## src/rtl/t07_button_pkg.sv

```systemverilog
// Shared button codes, strobe FSM states and code helpers for the team_07 input
// stage and the game FSMs that consume its one-hot button/strobe pair.
package t07_button_pkg;

  localparam logic [5:0] NO_PRESS = 6'b000000;
  localparam logic [5:0] SELECT   = 6'b000001;
  localparam logic [5:0] UP       = 6'b000010;
  localparam logic [5:0] RIGHT    = 6'b000100;
  localparam logic [5:0] DOWN     = 6'b001000;
  localparam logic [5:0] LEFT     = 6'b010000;
  localparam logic [5:0] BACK     = 6'b100000;

  localparam logic [5:0] DIR_MASK = UP | RIGHT | DOWN | LEFT;

  typedef enum logic [1:0] {
    IDLE   = 2'd0,
    HELD   = 2'd1,
    REPEAT = 2'd2
  } strobe_state_t;

  function automatic logic is_one_hot(input logic [5:0] v);
    return (v != 6'b000000) && ((v & (v - 6'd1)) == 6'b000000);
  endfunction

  // Only the four cursor directions auto-repeat; SELECT and BACK never do.
  function automatic logic is_direction(input logic [5:0] v);
    return (v & DIR_MASK) != 6'b000000;
  endfunction

endpackage

```

## src/rtl/t07_sync_debounce.sv

```systemverilog
// Two-flop synchroniser plus stable-run counter for the six raw push-buttons;
// deb only follows the synchronised vector once it has held still long enough.
module t07_sync_debounce #(
  parameter int DEBOUNCE_CYCLES = 100000,
  parameter int CNT_W           = 24
) (
  input  logic       clk,
  input  logic       rst,
  input  logic [5:0] pb_raw,
  output logic [5:0] deb
);

  localparam logic [CNT_W-1:0] CNT_MAX  = CNT_W'(DEBOUNCE_CYCLES);
  localparam logic [CNT_W-1:0] CNT_LOAD = CNT_W'(DEBOUNCE_CYCLES - 1);

  logic [5:0]       s1;
  logic [5:0]       s2;
  logic [5:0]       s2_prev;
  logic [CNT_W-1:0] stable_cnt;

  // synchronise, count the stable run of s2 and accept it into deb
  always_ff @(posedge clk) begin
    if (rst) begin
      s1         <= 6'b000000;
      s2         <= 6'b000000;
      s2_prev    <= 6'b000000;
      stable_cnt <= '0;
      deb        <= 6'b000000;
    end else begin
      s1      <= pb_raw;
      s2      <= s1;
      s2_prev <= s2;
      if (s2 != s2_prev) begin
        stable_cnt <= '0;
      end else if (stable_cnt != CNT_MAX) begin
        stable_cnt <= stable_cnt + CNT_W'(1);
      end
      // Loading exactly once per stable run keeps deb glitch-free.
      if ((s2 == s2_prev) && (stable_cnt == CNT_LOAD)) begin
        deb <= s2;
      end
    end
  end

endmodule

```

## src/rtl/t07_button_strobe_gen.sv

```systemverilog
// Button front end: debounced vector -> one-hot code, then one strobe per press
// plus timed auto-repeat strobes while a direction stays held.
module t07_button_strobe_gen #(
  parameter int DEBOUNCE_CYCLES = 100000,
  parameter int REPEAT_DELAY    = 5000000,
  parameter int REPEAT_PERIOD   = 1500000,
  parameter int CNT_W           = 24
) (
  input  logic       clk,
  input  logic       rst,
  input  logic [5:0] pb_raw,
  output logic [5:0] button,
  output logic       strobe
);

  import t07_button_pkg::*;

  localparam logic [CNT_W-1:0] DELAY_LAST  = CNT_W'(REPEAT_DELAY - 1);
  localparam logic [CNT_W-1:0] PERIOD_LAST = CNT_W'(REPEAT_PERIOD - 1);

  logic [5:0]       deb;
  logic [5:0]       code;
  strobe_state_t    state;
  logic [CNT_W-1:0] rpt_cnt;

  t07_sync_debounce #(
    .DEBOUNCE_CYCLES(DEBOUNCE_CYCLES),
    .CNT_W          (CNT_W)
  ) u_sync_debounce (
    .clk   (clk),
    .rst   (rst),
    .pb_raw(pb_raw),
    .deb   (deb)
  );

  // multi-press and no-press both encode to NO_PRESS
  always_comb begin
    if (is_one_hot(deb)) begin
      code = deb;
    end else begin
      code = NO_PRESS;
    end
  end

  // strobe FSM; button holds last cycle's code, so it doubles as the held code
  always_ff @(posedge clk) begin
    if (rst) begin
      state   <= IDLE;
      rpt_cnt <= '0;
      button  <= NO_PRESS;
      strobe  <= 1'b0;
    end else begin
      button <= code;
      strobe <= 1'b0;
      case (state)
        IDLE: begin
          if (code != NO_PRESS) begin
            strobe  <= 1'b1;
            rpt_cnt <= '0;
            state   <= HELD;
          end
        end
        HELD, REPEAT: begin
          if (code == NO_PRESS) begin
            rpt_cnt <= '0;
            state   <= IDLE;
          end else if (code != button) begin
            strobe  <= 1'b1;
            rpt_cnt <= '0;
            state   <= HELD;
          end else if (is_direction(code)) begin
            if (((state == HELD) && (rpt_cnt == DELAY_LAST)) ||
                ((state == REPEAT) && (rpt_cnt == PERIOD_LAST))) begin
              strobe  <= 1'b1;
              rpt_cnt <= '0;
              state   <= REPEAT;
            end else begin
              rpt_cnt <= rpt_cnt + CNT_W'(1);
            end
          end
        end
        default: begin
          rpt_cnt <= '0;
          state   <= IDLE;
        end
      endcase
    end
  end

endmodule

```

## config.mk

```make
export PLATFORM = sky130hd
export DESIGN_NAME = t07_button_strobe_gen
export DESIGN_NICKNAME = d
export VERILOG_FILES = /design/src/rtl/t07_button_pkg.sv /design/src/rtl/t07_sync_debounce.sv /design/src/rtl/t07_button_strobe_gen.sv
export SDC_FILE = /design/constraint.sdc
export NUM_CORES = 1
export LEC_CHECK = 0
export ABC_CLOCK_PERIOD_IN_PS = 3190
export CORE_UTILIZATION = 60
export CTS_CLUSTER_SIZE = 40
export DETAILED_ROUTE_END_ITERATION = 10
export PLACE_DENSITY = 0.84
export SLEW_MARGIN = 20
export SYNTH_ARGS = -nofsm -noshare
export SYNTH_HDL_FRONTEND = slang
export SYNTH_SLANG_ARGS = --single-unit
```

## constraint.sdc

```tcl
create_clock -name clk -period 3.19 [get_ports clk]
set_clock_uncertainty 0.15 [all_clocks]
set_input_delay 0.7975 -clock clk [delete_from_list [all_inputs] [get_ports clk]]
set_output_delay 0.7975 -clock clk [all_outputs]
set_load 0.02 [all_outputs]
```

==> run_results.csv <==
group,metric,value,unit
synth,ys_seq_area_share,40.6,%
floorplanning,io_pins,15,
floorplanning,core,6390,µm²
cells_and_area,nFillCells,505,
global_routing,grt_pass1_vias,3135,
floorplanning,dieArea,6990,µm²
floorplanning,die_width,83.6,µm
synth,synthFlopType,"dfxtp_1",
clocking,clkTransAtPathRegs,80,ps
sta,final_max_slew_viol_count,0,
place,gp_congestion,0.851,
sta,tns,0,ps
synth,synth-seq-cells,81,
clocking,cts_root_buf,"clkbuf_8",
synth,syn-mean-instance-area,8.55,µm²
global_routing,antenna_found_initial,0,
drt,wl,7970,µm
clocking,cts_buffers,9,
sta,max-slew-margin-rel,62.6,%
floorplanning,fp.dieH,83.6,µm
drt,vias,3321,
floorplanning,floorplan.rows,29,
drt,drt-initial-drc-count,225,
place,dp_hpwl,5470,µm
synth,syn_inst,467,
global_routing,grt_pass1_wl,13900,µm
drt,wl_per_cell,14.3,µm
critical_path,crit_path_max_fanout,20,
pwr,p_total,1840,µW
sta,fin_crit_sh,95.4,%
synth,yosysWarnings,0,
sta,timing.fmax,0.329,GHz
drt,routed_via_density,5.95,
floorplanning,start_util,62.6,%
global_routing,grt_usage,24.0,%
clocking,cts_tree,"yes",
cells_and_area,diodes,0,
cells_and_area,final_cell_mix,"dfxtp_1, nor2_1, o21ai_0",
cells_and_area,drive_gt1_share,6.65,%
drt,dr.pass1.iters,5,
synth,synth_edf_count,0,
worst_hold_path,hp-class,"flop to flop",
cells_and_area,final_nets,492,
clocking,cts_buffer_depth,2,
pwr,pwr_density_cell,422,nW/µm²
clocking,clkLatencyLatePin,360,ps
pwr,leakage,0.00150,µW
clocking,cts_setup_buffers,0,
cells_and_area,final_core_util,68.1,%
synth,synth_area,4000,µm²
clocking,h-tree-depth,3,
clocking,cts_sinks,81,
synth,synth_fp_nets,482,
global_routing,grt_max_degree,36,
critical_path,arrival,3140,ps
critical_path,endpoint_kind,"flop",
cells_and_area,syn_to_final_growth,8.86,%
sta,hold-worst-slack,293,ps
critical_path,worstSetupPathType,"flop to flop",
drt,drc_errors,0,
pwr,vdd_drop_max,0.334,mV
clocking,holdBufCountCts,0,
sta,finalSetupViolations,0,
clocking,postCtsResizedCells,0,
sta,rsz0062_at_grt,"no",
sta,hold_viol,0,
synth,async_reset_ff_share,0,%
global_routing,overflow,0,
critical_path,startpoint_type,"flop",
sta,min_period,3040,ps
cells_and_area,layout_commonest_cell,"dfxtp_1",
run_status,status,"finished, final reports clean",
flow_run,maxCapViolations,0,
synth,ys_types,54,
critical_path,required,3290,ps
drt,ant_nets,0,
sta,tightest_slew,555,ps
place,port-buffer-count,14,
## cells in the mapped netlist, drive strengths merged, types with 12 or more instances
cell type  count  area share [%]
nand3         28             3.5
nor3          15             1.9
o21ai         36             4.5
dfxtp         81              41
inv           18             1.7
nand2         22             2.1
xor2          14             3.1
nor2          49             4.7
and3          12             1.9
o31ai         17             3.2
xnor2         15             3.3
nor2b         20             3.1
## worst paths after layout
check | start | endpoint | slack (ps) | cells past startpoint
setup / recovery | u_sync_debounce.deb[5]$_SDFFE_PP0P_ | rpt_cnt[21]$_SDFFE_PP0P_ | 150 | 7
hold / removal | u_sync_debounce.s1[3]$_SDFF_PP0_ | u_sync_debounce.s2[3]$_SDFF_PP0_ | 290 | 1
setup reg to reg | u_sync_debounce.deb[5]$_SDFFE_PP0P_ | rpt_cnt[21]$_SDFFE_PP0P_ | 150 | 7
hold reg to reg | u_sync_debounce.s1[3]$_SDFF_PP0_ | u_sync_debounce.s2[3]$_SDFF_PP0_ | 290 | 1
## registers in the layout, summed over array words and instances (netlist names)
| register | flops |
|---|---|
| button | 6 |
| u_sync_debounce.s2 | 6 |
| u_sync_debounce.s1 | 6 |
| strobe | 1 |
| rpt_cnt | 24 |
| u_sync_debounce.s2_prev | 6 |
| u_sync_debounce.deb | 6 |
| state | 2 |
| u_sync_debounce.stable_cnt | 24 |
## cells by family (layout without fill, tap and decap cells)
kind of cell / after synthesis / count (layout) / share of synthesized area [%]
xor gates and xnor gates: 29 / 29 / 6.36
DFF: 81 / 81 / 40.6
muxes: 8 / 8 / 2.00
adders and majority gates: 7 / 7 / 2.19
buffers and inverters: 39 / 53 / 4.42
AOI/OAI and AO/OA: 81 / 81 / 13.1
and+or+nand+nor: 222 / 222 / 31.3
## report_power, final
part / internal [µW] / switching, µW / total [µW]
clock network: 303 / 379 / 682
logic: 45.9 / 72.2 / 118
registers: 1020 / 11.0 / 1040
total: 1370 / 462 / 1840
## area by class of cell
cell class | instances | area [µm²] | share of cell area [%]
multi-input cells | 347 | 2200 | 50.5
flip-flops and latches | 81 | 1620 | 37.3
repair buffers | 20 | 185 | 4.26
clock buffers | 10 | 138 | 3.16
well taps | 77 | 96.3 | 2.22
inverters | 18 | 67.6 | 1.55
clock inverters | 5 | 40.0 | 0.921
## through the flow
stage | setup slack (ps) | cells | cell area, µm²
detailed placement | 155 | 543 | 4170
finish | 146 | 558 | 4350
floorplan | 647 | 467 | 4000
global placement | 300 | 543 | 4170
CTS | 114 | 558 | 4350
global route | 48.4 | 558 | 4350
## metal layers
layer / track usage [%] / vias up / wire length [µm]
li1: - / 1685 / -
met1: 31.2 / 1557 / 3820
met2: 39.3 / 64 / 3740
met3: 3.86 / 15 / 264
met4: 10.9 / 0 / 136
met5: 0 / - / 0
## critical path: stages, from the launching register on
cell      delay, ps
dfxtp_1         420
or4_1           590
o22ai_2         180
nor2_2          110
o211ai_4        260
nand4_4         120
or3_2           680
o41ai_1         420
No activity file was read; power rests on OpenSTA's default activity.
